### src/rtl/sync_fifo_fwft.sv
// Single-clock first-word-fall-through FIFO with level, threshold flags, sticky errors and flush.
// OUTREG=1 presents the head from a registered memory read so storage can map to block RAM.
module sync_fifo_fwft #(
  parameter int DATAWIDTH    = 8,
  parameter int ADDRWIDTH    = 4,
  parameter int OUTREG       = 0,
  parameter int AFULL_LEVEL  = (1 << ADDRWIDTH) - 2,
  parameter int AEMPTY_LEVEL = 1
) (
  input  logic                 clk,
  input  logic                 reset,
  input  logic                 clear,
  input  logic                 wr_en,
  input  logic [DATAWIDTH-1:0] wdata,
  input  logic                 rd_en,
  output logic [DATAWIDTH-1:0] rdata,
  output logic                 empty,
  output logic                 full,
  output logic                 almost_full,
  output logic                 almost_empty,
  output logic [ADDRWIDTH:0]   level,
  output logic                 overflow,
  output logic                 underflow
);

  localparam int DEPTH = 1 << ADDRWIDTH;
  localparam logic [ADDRWIDTH:0] FULL_LVL = {1'b1, {ADDRWIDTH{1'b0}}};
  localparam logic [ADDRWIDTH:0] ONE      = {{ADDRWIDTH{1'b0}}, 1'b1};
  localparam logic [ADDRWIDTH:0] AF_LVL   = AFULL_LEVEL[ADDRWIDTH:0];
  localparam logic [ADDRWIDTH:0] AE_LVL   = AEMPTY_LEVEL[ADDRWIDTH:0];

  logic [DATAWIDTH-1:0] mem [DEPTH];
  logic [ADDRWIDTH:0]   wr_ptr;
  logic [ADDRWIDTH:0]   rd_ptr;
  logic [ADDRWIDTH:0]   level_nxt;
  logic                 wr_acc;
  logic                 rd_acc;
  logic                 mem_pop;

  assign wr_acc = wr_en && !full && !clear;
  assign rd_acc = rd_en && !empty && !clear;

  always_comb begin
    level_nxt = level;
    if (clear)
      level_nxt = '0;
    else if (wr_acc && !rd_acc)
      level_nxt = level + ONE;
    else if (rd_acc && !wr_acc)
      level_nxt = level - ONE;
  end

  always_ff @(posedge clk) begin
    if (wr_acc)
      mem[wr_ptr[ADDRWIDTH-1:0]] <= wdata;
  end

  always_ff @(posedge clk or posedge reset) begin
    if (reset) begin
      wr_ptr       <= '0;
      rd_ptr       <= '0;
      level        <= '0;
      full         <= 1'b0;
      almost_full  <= (AF_LVL == '0);
      almost_empty <= 1'b1;
      overflow     <= 1'b0;
      underflow    <= 1'b0;
    end else begin
      // Flags track next-state level so they line up with level itself.
      level        <= level_nxt;
      full         <= (level_nxt == FULL_LVL);
      almost_full  <= (level_nxt >= AF_LVL);
      almost_empty <= (level_nxt <= AE_LVL);
      if (clear) begin
        wr_ptr    <= '0;
        rd_ptr    <= '0;
        overflow  <= 1'b0;
        underflow <= 1'b0;
      end else begin
        if (wr_acc)
          wr_ptr <= wr_ptr + ONE;
        if (mem_pop)
          rd_ptr <= rd_ptr + ONE;
        if (wr_en && full)
          overflow <= 1'b1;
        if (rd_en && empty)
          underflow <= 1'b1;
      end
    end
  end

  if (OUTREG != 0) begin : g_outreg
    logic                 out_vld;
    logic [DATAWIDTH-1:0] out_dat;
    logic                 load;

    // Refill the stage whenever it is free or being popped and memory has an older entry;
    // rd_ptr is sampled at the edge, which is exactly a registered block-RAM read.
    assign load = !clear && (!out_vld || rd_acc) && (wr_ptr != rd_ptr);

    always_ff @(posedge clk or posedge reset) begin
      if (reset) begin
        out_vld <= 1'b0;
        out_dat <= '0;
      end else if (clear) begin
        out_vld <= 1'b0;
      end else if (load) begin
        out_vld <= 1'b1;
        out_dat <= mem[rd_ptr[ADDRWIDTH-1:0]];
      end else if (rd_acc) begin
        out_vld <= 1'b0;
      end
    end

    assign mem_pop = load;
    assign rdata   = out_dat;
    assign empty   = !out_vld;
  end else begin : g_comb
    assign mem_pop = rd_acc;
    assign rdata   = mem[rd_ptr[ADDRWIDTH-1:0]];
    assign empty   = (level == '0);
  end

endmodule

### config.mk
export PLATFORM = sky130hd
export DESIGN_NAME = sync_fifo_fwft
export DESIGN_NICKNAME = d
export VERILOG_FILES = /design/src/rtl/sync_fifo_fwft.sv
export SDC_FILE = /design/constraint.sdc
export NUM_CORES = 1
export LEC_CHECK = 0
export CORE_MARGIN = 8
export CORE_UTILIZATION = 40
export DETAILED_ROUTE_END_ITERATION = 8
export DONT_BUFFER_PORTS = 1
export SYNTH_ARGS = -nofsm -noshare
export SYNTH_HDL_FRONTEND = slang
export SYNTH_SLANG_ARGS = --single-unit
### constraint.sdc
create_clock -name clk -period 5.08 [get_ports clk]
set_input_delay 1.016 -clock clk [delete_from_list [all_inputs] [get_ports clk]]
set_output_delay 1.016 -clock clk [all_outputs]
set_load 0.05 [all_outputs]
## Word-level counts from Yosys, hierarchy flattened

Memories as Yosys holds them, arrays and structs flattened.
Index checks and enable logic that the tools add are counted.

- Mux-type cells: 13
- $add $sub $neg: 4
- Reduce and logical (&&, ||, !) cells: 18
- Order comparisons: 2
- Equal/unequal tests: 1

Operator list:

| cell | count |
|---|---|
| $mux 5 | 7 |
| $add 5x1->5 const B | 3 |
| $logic_and 1x1->1 | 8 |
| $reduce_bool 2->1 | 4 |
| $mux 1 | 6 |
| $eq 5x5->1 const B | 1 |
| $ge 5x4->1 const B | 1 |
| $le 5x1->1 const B | 1 |
| $logic_not 1->1 | 5 |
| $logic_not 5->1 | 1 |
| $sub 5x1->5 const B | 1 |

- Output and inout bits: 19
- Memories kept: 1
- Bits of input ports: 13
- Memory bits (writable): 128
- Register bits: 20
- Logic and storage cells: 47

Memory list:

| memory | words | width | read ports | clocked after Yosys merged registers in | wr ports | line | source |
|---|---|---|---|---|---|---|---|
| mem | 16 | 8 | 1 | 0 | 1 | 32 | `logic [DATAWIDTH-1:0] mem [DEPTH];` |

## Logic depth before layout (Yosys ltp)

Gate-level depths: netlist of run 1.

- Word-level depth: 9
- Depth in mapped cells: 8
- Gate-level depth less buffers: 7

## Least setup slack after synthesis of run 1

Ideal clock, no wire load.

- Kind: register -> output
- Start: register rd_ptr[0]
- End: output port rdata[0]
- Setup slack: 1942 ps
- Data required time: 4064 ps
- Arrival time: 2122 ps
- Path buffers: 2
- Stages on the path, launching flop included: 5
- Cells stage by stage: dfrtp_1 -> clkbuf_1 -> buf_2 -> mux4_2 -> mux4_2

- Word-level cells in the longest chain between the ends: 1

Ends and longest elaborated chain:

| what | line | source |
|---|---|---|
| from (decl) | 34 | `logic [ADDRWIDTH:0] rd_ptr;` |
| from (signal assigned) | 83 | `rd_ptr <= rd_ptr + ONE;` |
| $mem_v2 16x8 | - |  |
| to (decl) | 16 | `output logic [DATAWIDTH-1:0] rdata,` |

No other way between the ends.

## Worst setup path in the final report of run 1

- Start: register rd_ptr[0]
- End: output port rdata[2]

The elaborated chain is that of the path after synthesis.

==> metrics.yaml, run 1 <==
status: "complete, no violations"
drive_gt1_share_pct: 26.32
hpwl_um: 7682
p_leak_nw: 2.201
final_util_pct: 46.37
routed_via_density: 5.475
rsz0062_at_grt: "no"
first_pass_iters: 4
ys_types: 42
whs_ns: 0.5930
tns_ns: 0
insertion_delay_ns: 0.42
max_stage_delay_ns: 0.65
finalSetupViolCount: 0
avgSynthCellArea_um2: 19.52
yosys_warnings: 0
clock-sinks: 146
netlist_area_um2: 5953
cts_root_buffer: "clkbuf_16"
max_freq_mhz: 277.3
crit_slowest_cell: "mux4_2"
antenna_cells: 0
netlist.area_leader.share_pct: 64.56
cp_data_arrival_time_ns: 2.59
ioPinCount: 32
r2r-end: "almost_full$_DFF_PP0_"
worstPathCellList: "buf_4 > mux4_2 > mux4_2"
path_clk_slew_ns: 0.06
crit_path_start_kind: "flip-flop"
slew_violations: 0
rows: 44
irDropWorstVdd_mv: 0.2379
maxSlewHeadroom_pct: 51.05
core_area_um2: 14530
ys_ff_latch: 146
crit_fanout: 15
hold_class: "input pin to asynchronous set/reset pin"
die-area_um2: 19040
p_int_mw: 2.301
p_clk_share_pct: 42.5
power.total_mw: 3.034
die_x_um: 138.0
place_inst: 476
crit_type: "flip-flop to primary output"
mostFrequentLayoutCell: "edfxtp_1"
numCtsBuffers: 17
drc: 0
area_delta_synth_final_pct: 13.20
fill_cells: 1226
power.density_nw_per_um2: 450.1
period_minus_slack_ns: 3.607
portBuffers: 0
antenna_found_initial: 0
seqPwrFrac_pct: 45.9
wire_per_inst_um: 24.31
grt_first_pass_wirelength_um: 18530
ctsResizeCount: 0
grt_start_max_net_pins: 36
combPwrFrac_pct: 11.5
post-cts-setup-buffer-count: 0
cp_common_cell: "mux4_2"
die_h_um: 138.0
most-common-layout-cells: "128 x edfxtp_1, 40 x mux4_2, 17 x clkbuf_16"
switching_share_pct: 24.15
cp-end-kind: "primary output"
seq_area_um2: 4297
drt_iter0_drc: 200
cts_tree: "yes"
p_sw_mw: 0.7326
fin_nets: 331
multi_input_area_um2: 1544
syn_inst: 305
r2r_start: "level[1]$_DFF_PP0_"
yosysSeqAreaShare_pct: 72.15
vias: 2776
postCtsHoldBufs: 0
grt_pass1_vias: 2944
cts_buffer_depth: 2
netlist_top_cells_area: "edfxtp_1 65%, mux4_2 15%, dfrtp_1 7.1%"
timing.final.crit_share_pct: 71.00
gp_congestion: 0.7558
fin_cells: 507
max_cap_violations: 0
reg2reg_depth: 7
overflow: 0
crit_required_ns: 4.06
fin_skew_ns: 0.009569
reg2reg_slack_ns: 2.49
ant_nets: 0
yosys.area.top_type: "edfxtp_1"
start_util_pct: 40.96
htree_levels: 4
wl_um: 12320
grt_usage_pct: 13.90
tightest_slew_ns: 0.7342
synth_nets: 325
hold_violations: 0
## stage by stage
step | area, µm² | setup WS [ns]
finish | 6739 | 1.473
floorplan | 5953 | 1.942
global route | 6739 | 1.345
CTS | 6739 | 1.406
detailed placement | 6127 | 1.854
global placement | 6127 | 1.888
## power groups by stage
| stage | Combinational, mW | Sequential, mW | Clock (mW) |
|---|---|---|---|
| finish | 0.349 | 1.39 | 1.29 |
| global route | 0.375 | 1.40 | 1.36 |
| CTS | 0.357 | 1.40 | 1.31 |
| detailed placement | 0.356 | 1.42 | 0 |
| global placement | 0.348 | 1.42 | 0 |
| floorplan | 0.319 | 1.40 | 0 |
## per-layer routing
metal	global-route usage, %	up-vias	part of all wire, %
li1	-	1232	-
met1	17.48	1468	43
met2	21.05	61	49
met3	5.471	15	6.2
met4	5.791	0	1.8
met5	0	-	0
## logic make-up (layout without fill, tap and decap cells)
group | Yosys count | after routing | synth area share, %
compound gates | 16 | 16 | 2.333
flops | 146 | 146 | 72.15
xor+xnor | 6 | 6 | 0.8827
fa+ha+maj | 7 | 7 | 1.471
buf+inv | 25 | 43 | 1.912
mux | 41 | 41 | 15.32
simple gates | 64 | 64 | 5.927
## critical path: cells and delay by family (launching register included)
family                 cells  cell delay [ns]
buffers and inverters      1             0.38
multiplexers               2             1.20
flip-flops                 1             0.58
## cell type report
| class | instances | share of cell area [%] |
|---|---|---|
| Clock inverter | 13 | 2.711 |
| Tap cell | 184 | 3.416 |
| Sequential cell | 146 | 63.76 |
| Multi-Input combinational cell | 134 | 22.91 |
| Timing Repair Buffer | 3 | 0.3342 |
| Inverter | 9 | 0.5013 |
| Clock buffer | 18 | 6.368 |
## synthesized netlist by cell type (all sizes together)
| cell | n |
|---|---|
| o31a | 1 |
| edfxtp | 128 |
| nor2 | 14 |
| nor3 | 6 |
| a31o | 1 |
| or2 | 2 |
| mux4 | 40 |
| o221ai | 1 |
| nor2b | 1 |
| nand2 | 10 |
| xnor2 | 2 |
| o21a | 2 |
| nand2b | 1 |
| o21ai | 1 |
| and4 | 1 |
| o41ai | 2 |
| dfrtp | 17 |
| and3 | 3 |
| nand4 | 3 |
| and4bb | 1 |
| ha | 7 |
| buf | 7 |
| nand3 | 2 |
| a41o | 1 |
| xor2 | 4 |
| a211oi | 2 |
| nor4 | 2 |
| mux2 | 1 |
| dfstp | 1 |
| a21oi | 5 |
| and2 | 17 |
| clkbuf | 9 |
| or4b | 1 |
| inv | 9 |
## sequential cells by signal, summed over array words and instances, names as in the netlist
name,cells
almost_empty,1
almost_full,1
full,1
level,5
mem,128
overflow,1
rd_ptr,4
underflow,1
wr_ptr,4
## how the worst max path moves through the flow
stage	depth (start not counted)	end	slack [ns]	start
after floorplan	4	rdata[0]	1.94	rd_ptr[0]$_DFFE_PP0P_
after global placement	3	rdata[2]	1.89	rd_ptr[0]$_DFFE_PP0P_
after detailed placement	3	rdata[2]	1.85	rd_ptr[0]$_DFFE_PP0P_
after CTS	3	rdata[2]	1.41	rd_ptr[0]$_DFFE_PP0P_
after global routing	3	rdata[2]	1.34	rd_ptr[0]$_DFFE_PP0P_
final	3	rdata[2]	1.47	rd_ptr[0]$_DFFE_PP0P_
(Power assumes the default switching activity.)
==> inputs of run 2 (changes only) <==
- clock period: 5.08 -> 3.6 ns (I/O delays scaled with it)
==> run 2 against run 1 <==
Register-to-register slack worse by 1.5 ns. Power is 32% higher. Global-route usage is 0.14 points lower. Core utilization is 0.69 points lower. Non-clock buffer count is 1 lower. Combinational power is 46% higher. Sequential share of layout area is 0.96 points higher. Clock power is 19% higher. Largest power group unchanged. Highest routed layer unchanged.
==> metrics.yaml, run 2 (same netlist as run 1, synthesis figures left out) <==
grt_first_pass_wirelength_um: 18060  # -2.5%
crit_slowest_cell: "dfrtp_1"
maxSlewHeadroom_pct: 47.89  # -3.2 points
max_stage_delay_ns: 0.61  # -0.04 ns
hpwl_um: 7067  # -8.0%
cts_root_buffer: "clkbuf_16"
area_delta_synth_final_pct: 11.52
cp_data_arrival_time_ns: 2.34  # -0.25 ns
antenna_found_initial: 0  # unchanged
status: "complete, no violations"
start_util_pct: 40.96  # unchanged
die-area_um2: 19040  # unchanged
core_area_um2: 14530  # unchanged
antenna_cells: 0  # unchanged
gp_congestion: 0.7588  # +0.40%
p_leak_nw: 2.148  # -2.4%
htree_levels: 4  # unchanged
crit_type: "flip-flop to primary output"
worstPathCellList: "inv_1 > ha_1 > or4b_4 > inv_1"
timing.final.crit_share_pct: 85.01
vias: 2787  # +0.40%
rows: 44  # unchanged
crit_required_ns: 2.88  # -1.18 ns
layout_setup_ws_ns: 0.5397  # -0.9335 ns
fin_skew_ns: 0.004081  # -0.005488 ns
crit_fanout: 8  # -7
max_freq_mhz: 326.8
drive_gt1_share_pct: 24.38  # -1.9 points
first_pass_iters: 4  # unchanged
portBuffers: 0  # unchanged
cp_common_cell: "inv_1"
final_util_pct: 45.68  # -0.69 points
whs_ns: 0.2984  # -0.2946 ns
hold_class: "input pin to asynchronous set/reset pin"
post-cts-setup-buffer-count: 0  # unchanged
irDropWorstVdd_mv: 0.3399  # +43%
routed_via_density: 5.530  # +0.99%
cp-end-kind: "primary output"
finalSetupViolCount: 0  # unchanged
reg2reg_slack_ns: 0.95  # -1.54 ns
drc: 0  # unchanged
crit_path_start_kind: "flip-flop"
numCtsBuffers: 17  # unchanged
largest_reg_flops: 128  # unchanged
drt_iter0_drc: 196  # -2.0%
cts_buffer_depth: 2  # unchanged
die_x_um: 138.0  # unchanged
postCtsHoldBufs: 0  # unchanged
period_minus_slack_ns: 3.060
grt_pass1_vias: 2908  # -1.2%
fill_cells: 1240  # +1.1%
cts_tree: "yes"
rsz0062_at_grt: "no"
die_h_um: 138.0  # unchanged
ant_nets: 0  # unchanged
grt_start_max_net_pins: 36  # unchanged
clock-sinks: 146  # unchanged
hold_violations: 0  # unchanged
path_clk_slew_ns: 0.05  # about the same
wire_per_inst_um: 24.07  # -0.97%
ctsResizeCount: 0  # unchanged
overflow: 0  # unchanged
ioPinCount: 32  # unchanged
tns_ns: 0  # unchanged
max_cap_violations: 0  # unchanged
most-common-layout-cells: "128 x edfxtp_1, 40 x mux4_2, 17 x clkbuf_16"
insertion_delay_ns: 0.42  # about the same
pre_cts_slack_ns: 0.9421  # -0.9118 ns
grt_usage_pct: 13.76  # -0.14 points
power.total_mw: 3.996  # +32%
tightest_slew_ns: 0.7816  # +0.04746 ns
power.density_nw_per_um2: 601.9  # +34%
fin_nets: 330  # -0.30%
slew_violations: 0  # unchanged
wl_um: 12130  # -1.6%
mostFrequentLayoutCell: "edfxtp_1"
-- run 2: cell types whose count changed in the layout (fill, tap and decap cells not counted), sizes merged --
cell    delta
inv        -3
buf        -1
clkbuf     +3
clkinv     +1
bufinv     -3
-- run 2: layout make-up --
class	count	area, µm²	area share [%]
timing repair buffer	2	27.53	0.4146
clock inverter	8	66.31	0.9989
multi-input combinational	134	1544	23.26
sequential	146	4297	64.72
inverter	9	33.78	0.5089
tap	184	230.2	3.468
clock buffer	21	440.4	6.634
-- run 2: per-layer routing --
layer | wire length, µm | GRT usage [%] | up-vias
met3 | 650 | 3.913 | 22
met4 | 287 | 6.866 | 0
li1 | - | - | 1228
met1 | 4984 | 16.48 | 1471
met2 | 6209 | 22.39 | 66
met5 | 0 | 0 | -
-- run 2: power breakdown --
| part | total, mW | switching, mW | internal [mW] |
|---|---|---|---|
| Sequential | 1.95 | 0.0747 | 1.88 |
| Clock | 1.54 | 0.611 | 0.925 |
| Combinational | 0.509 | 0.290 | 0.219 |
| Total | 4.00 | 0.975 | 3.02 |
-- run 2: worst paths after layout --
kind	start	to	cells past startpoint
setup / recovery	level[1]$_DFF_PP0_	empty	4
hold / removal	reset	rd_ptr[3]$_DFFE_PP0P_	1
setup reg to reg	level[1]$_DFF_PP0_	full$_DFF_PP0_	7
hold reg to reg	wr_ptr[1]$_DFFE_PP0P_	wr_ptr[1]$_DFFE_PP0P_	2
max in group asynchronous	reset	rd_ptr[0]$_DFFE_PP0P_	1
min in group clk	clear	wr_ptr[0]$_DFFE_PP0P_	1
-- run 2: per-stage QoR --
step,cells,area [µm²]
after floorplan,305,5953
after global placement,475,6132
after detailed placement,475,6132
after CTS,504,6639
after global routing,504,6639
final,504,6639
-- run 2: worst max-delay path, delay by kind of cell, from the launching register on --
kind / cells / cell delay [ns]
adders and majority gates: 1 / 0.20
buffers and inverters: 2 / 0.55
DFF: 1 / 0.61
and+or+nand+nor: 1 / 0.55
==> inputs of run 3 (changes only) <==
- PLACE_DENSITY_LB_ADDON: unset -> 0.2
==> run 3 against run 2 <==
Setup slack improved by 0.016 ns. Critical path depth decreased by 1. Final area increased by 1.5%. Count of clock-buffer cells in the layout decreased by 3. Clock skew increased by 0.0037 ns. Combinational power about the same. Register-to-register slack improved by 0.09 ns. Sequential cell count unchanged. Fmax increased by 0.51%. Via count increased by 1.6%. Sequential share of layout area decreased by 0.98 points. Cell count increased by 0.40%.
==> metrics.yaml, run 3 (same netlist as run 1, synthesis figures left out) <==
status: "complete, no violations"
drc: 0  # unchanged
wl_um: 12490  # +2.9%
clock-sinks: 146  # unchanged
p_clk_share_pct: 42.2  # +3.8 points
vias: 2831  # +1.6%
routed_via_density: 5.595  # +1.2%
core_area_um2: 14530  # unchanged
maxSlewHeadroom_pct: 48.21  # +0.32 points
area_delta_synth_final_pct: 13.24
ant_nets: 0  # unchanged
drt_iter0_drc: 230  # +17%
stdcell_area_um2: 6741  # +1.5%
hold_violations: 0  # unchanged
fin_skew_ns: 0.007738  # +0.003657 ns
htree_levels: 4  # unchanged
crit_path_start_kind: "flip-flop"
start_util_pct: 40.96  # unchanged
ctsResizeCount: 0  # unchanged
ioPinCount: 32  # unchanged
grt_pass1_vias: 2953  # +1.5%
die_x_um: 138.0  # unchanged
gp_congestion: 0.7281  # -4.0%
grt_usage_pct: 14.27  # +0.51 points
finalSetupViolCount: 0  # unchanged
rows: 44  # unchanged
cp-end-kind: "primary output"
place_inst: 475  # unchanged
overflow: 0  # unchanged
cp_common_cell: "mux4_2"
hold_class: "input pin to asynchronous set/reset pin"
cts_tree: "yes"
path_clk_slew_ns: 0.06  # about the same
mostFrequentLayoutCell: "edfxtp_1"
crit_required_ns: 2.88  # about the same
insertion_delay_ns: 0.42  # about the same
most-common-layout-cells: "128 x edfxtp_1, 40 x mux4_2, 17 x clkbuf_16"
crit_family: "multiplexers"
timing.final.crit_share_pct: 84.57  # -0.43 points
drive_gt1_share_pct: 26.09  # +1.7 points
grt_start_max_net_pins: 36  # unchanged
switching_share_pct: 24.02  # -0.38 points
die-area_um2: 19040  # unchanged
max_stage_delay_ns: 0.64  # +0.03 ns
period_minus_slack_ns: 3.045  # -0.01563 ns
die_h_um: 138.0  # unchanged
fin_cells: 506  # +0.40%
antenna_found_initial: 0  # unchanged
max_cap_violations: 0  # unchanged
max_freq_mhz: 328.4  # +0.51%
cts_buffer_depth: 2  # unchanged
crit_slowest_cell: "mux4_2"
cp_data_arrival_time_ns: 2.32  # -0.02 ns
fill_cells: 1251  # +0.89%
fin_nets: 330  # unchanged
worstPathCellList: "buf_12 > mux4_2 > mux4_2"
seqPwrFrac_pct: 45.8  # -3.0 points
tightest_slew_ns: 0.7769  # -0.004738 ns
cts_root_buffer: "clkbuf_16"
seq_area_um2: 4297  # unchanged
antenna_cells: 0  # unchanged
grt_first_pass_wirelength_um: 19020  # +5.3%
crit_fanout: 35  # +27
multi_input_area_um2: 1544  # unchanged
p_sw_mw: 1.025  # +5.1%
largest_reg_flops: 128  # unchanged
tns_ns: 0  # unchanged
place_area_um2: 6145  # +0.20%
first_pass_iters: 4  # unchanged
postCtsHoldBufs: 0  # unchanged
rsz0062_at_grt: "no"
wire_per_inst_um: 24.68  # +2.5%
power.density_nw_per_um2: 632.7  # +5.1%
timing.critical_path.buf_inv: 1  # -1
numCtsBuffers: 17  # unchanged
hpwl_um: 7784  # +10%
p_int_mw: 3.241  # +7.3%
portBuffers: 0  # unchanged
slew_violations: 0  # unchanged
irDropWorstVdd_mv: 0.2957  # -13%
crit_type: "flip-flop to primary output"
post-cts-setup-buffer-count: 0  # unchanged
combPwrFrac_pct: 12.0  # -0.7 points
p_leak_nw: 2.200  # +2.4%
-- run 3: changes by cell type in the layout (fill, tap and decap cells not counted), sizes merged --
cell,delta
clkinv,+2
bufinv,+3
clkbuf,-3
-- run 3: path summary, 6_finish.rpt --
kind | startpoint | endpoint | slack, ns | depth (start not counted)
max in group asynchronous | reset | rd_ptr[0]$_DFFE_PP0P_ | 2.81 | 1
max | rd_ptr[0]$_DFFE_PP0P_ | rdata[5] | 0.56 | 3
min | reset | wr_ptr[2]$_DFFE_PP0P_ | 0.30 | 1
min in group clk | clear | wr_ptr[1]$_DFFE_PP0P_ | 0.36 | 1
max reg2reg | level[1]$_DFF_PP0_ | almost_full$_DFF_PP0_ | 1.04 | 7
min reg2reg | wr_ptr[1]$_DFFE_PP0P_ | wr_ptr[1]$_DFFE_PP0P_ | 0.60 | 2
-- run 3: per-layer routing --
layer / part of all wire (%) / track usage, % / routed length [µm]
met1: 45 / 19.65 / 5681
met2: 47 / 20.11 / 5845
met3: 6.7 / 5.362 / 840
met4: 0.97 / 5.373 / 121
met5: 0 / 0 / 0
-- run 3: area by class of cell --
type                       count  share of cell area, %
clock buffer                  18                  6.366
clock inverter                13                  2.487
inverter                       9                 0.5011
multi-input combinational    134                  22.90
sequential                   146                  63.73
tap                          184                  3.415
timing repair buffer           2                 0.5939
-- run 3: per-stage QoR --
step                power [mW]  util (%)  worst slack [ns]  hold WS, ns
floorplan                2.426         -            0.7583       0.5536
CTS                      4.294     46.38            0.5216       0.3263
global route             4.396     46.38            0.4580       0.3378
finish                   4.265     46.38            0.5554       0.3016
detailed placement       2.511     42.28            0.9707       0.5941
global placement         2.507     42.28            0.9729       0.5876
-- run 3: power by group through the flow --
stage / Sequential (mW) / Clock [mW] / Combinational [mW]
global placement: 1.99 / 0 / 0.518
finish: 1.95 / 1.80 / 0.510
floorplan: 1.98 / 0 / 0.450
global route: 1.96 / 1.89 / 0.552
CTS: 1.96 / 1.82 / 0.523
detailed placement: 1.99 / 0 / 0.522
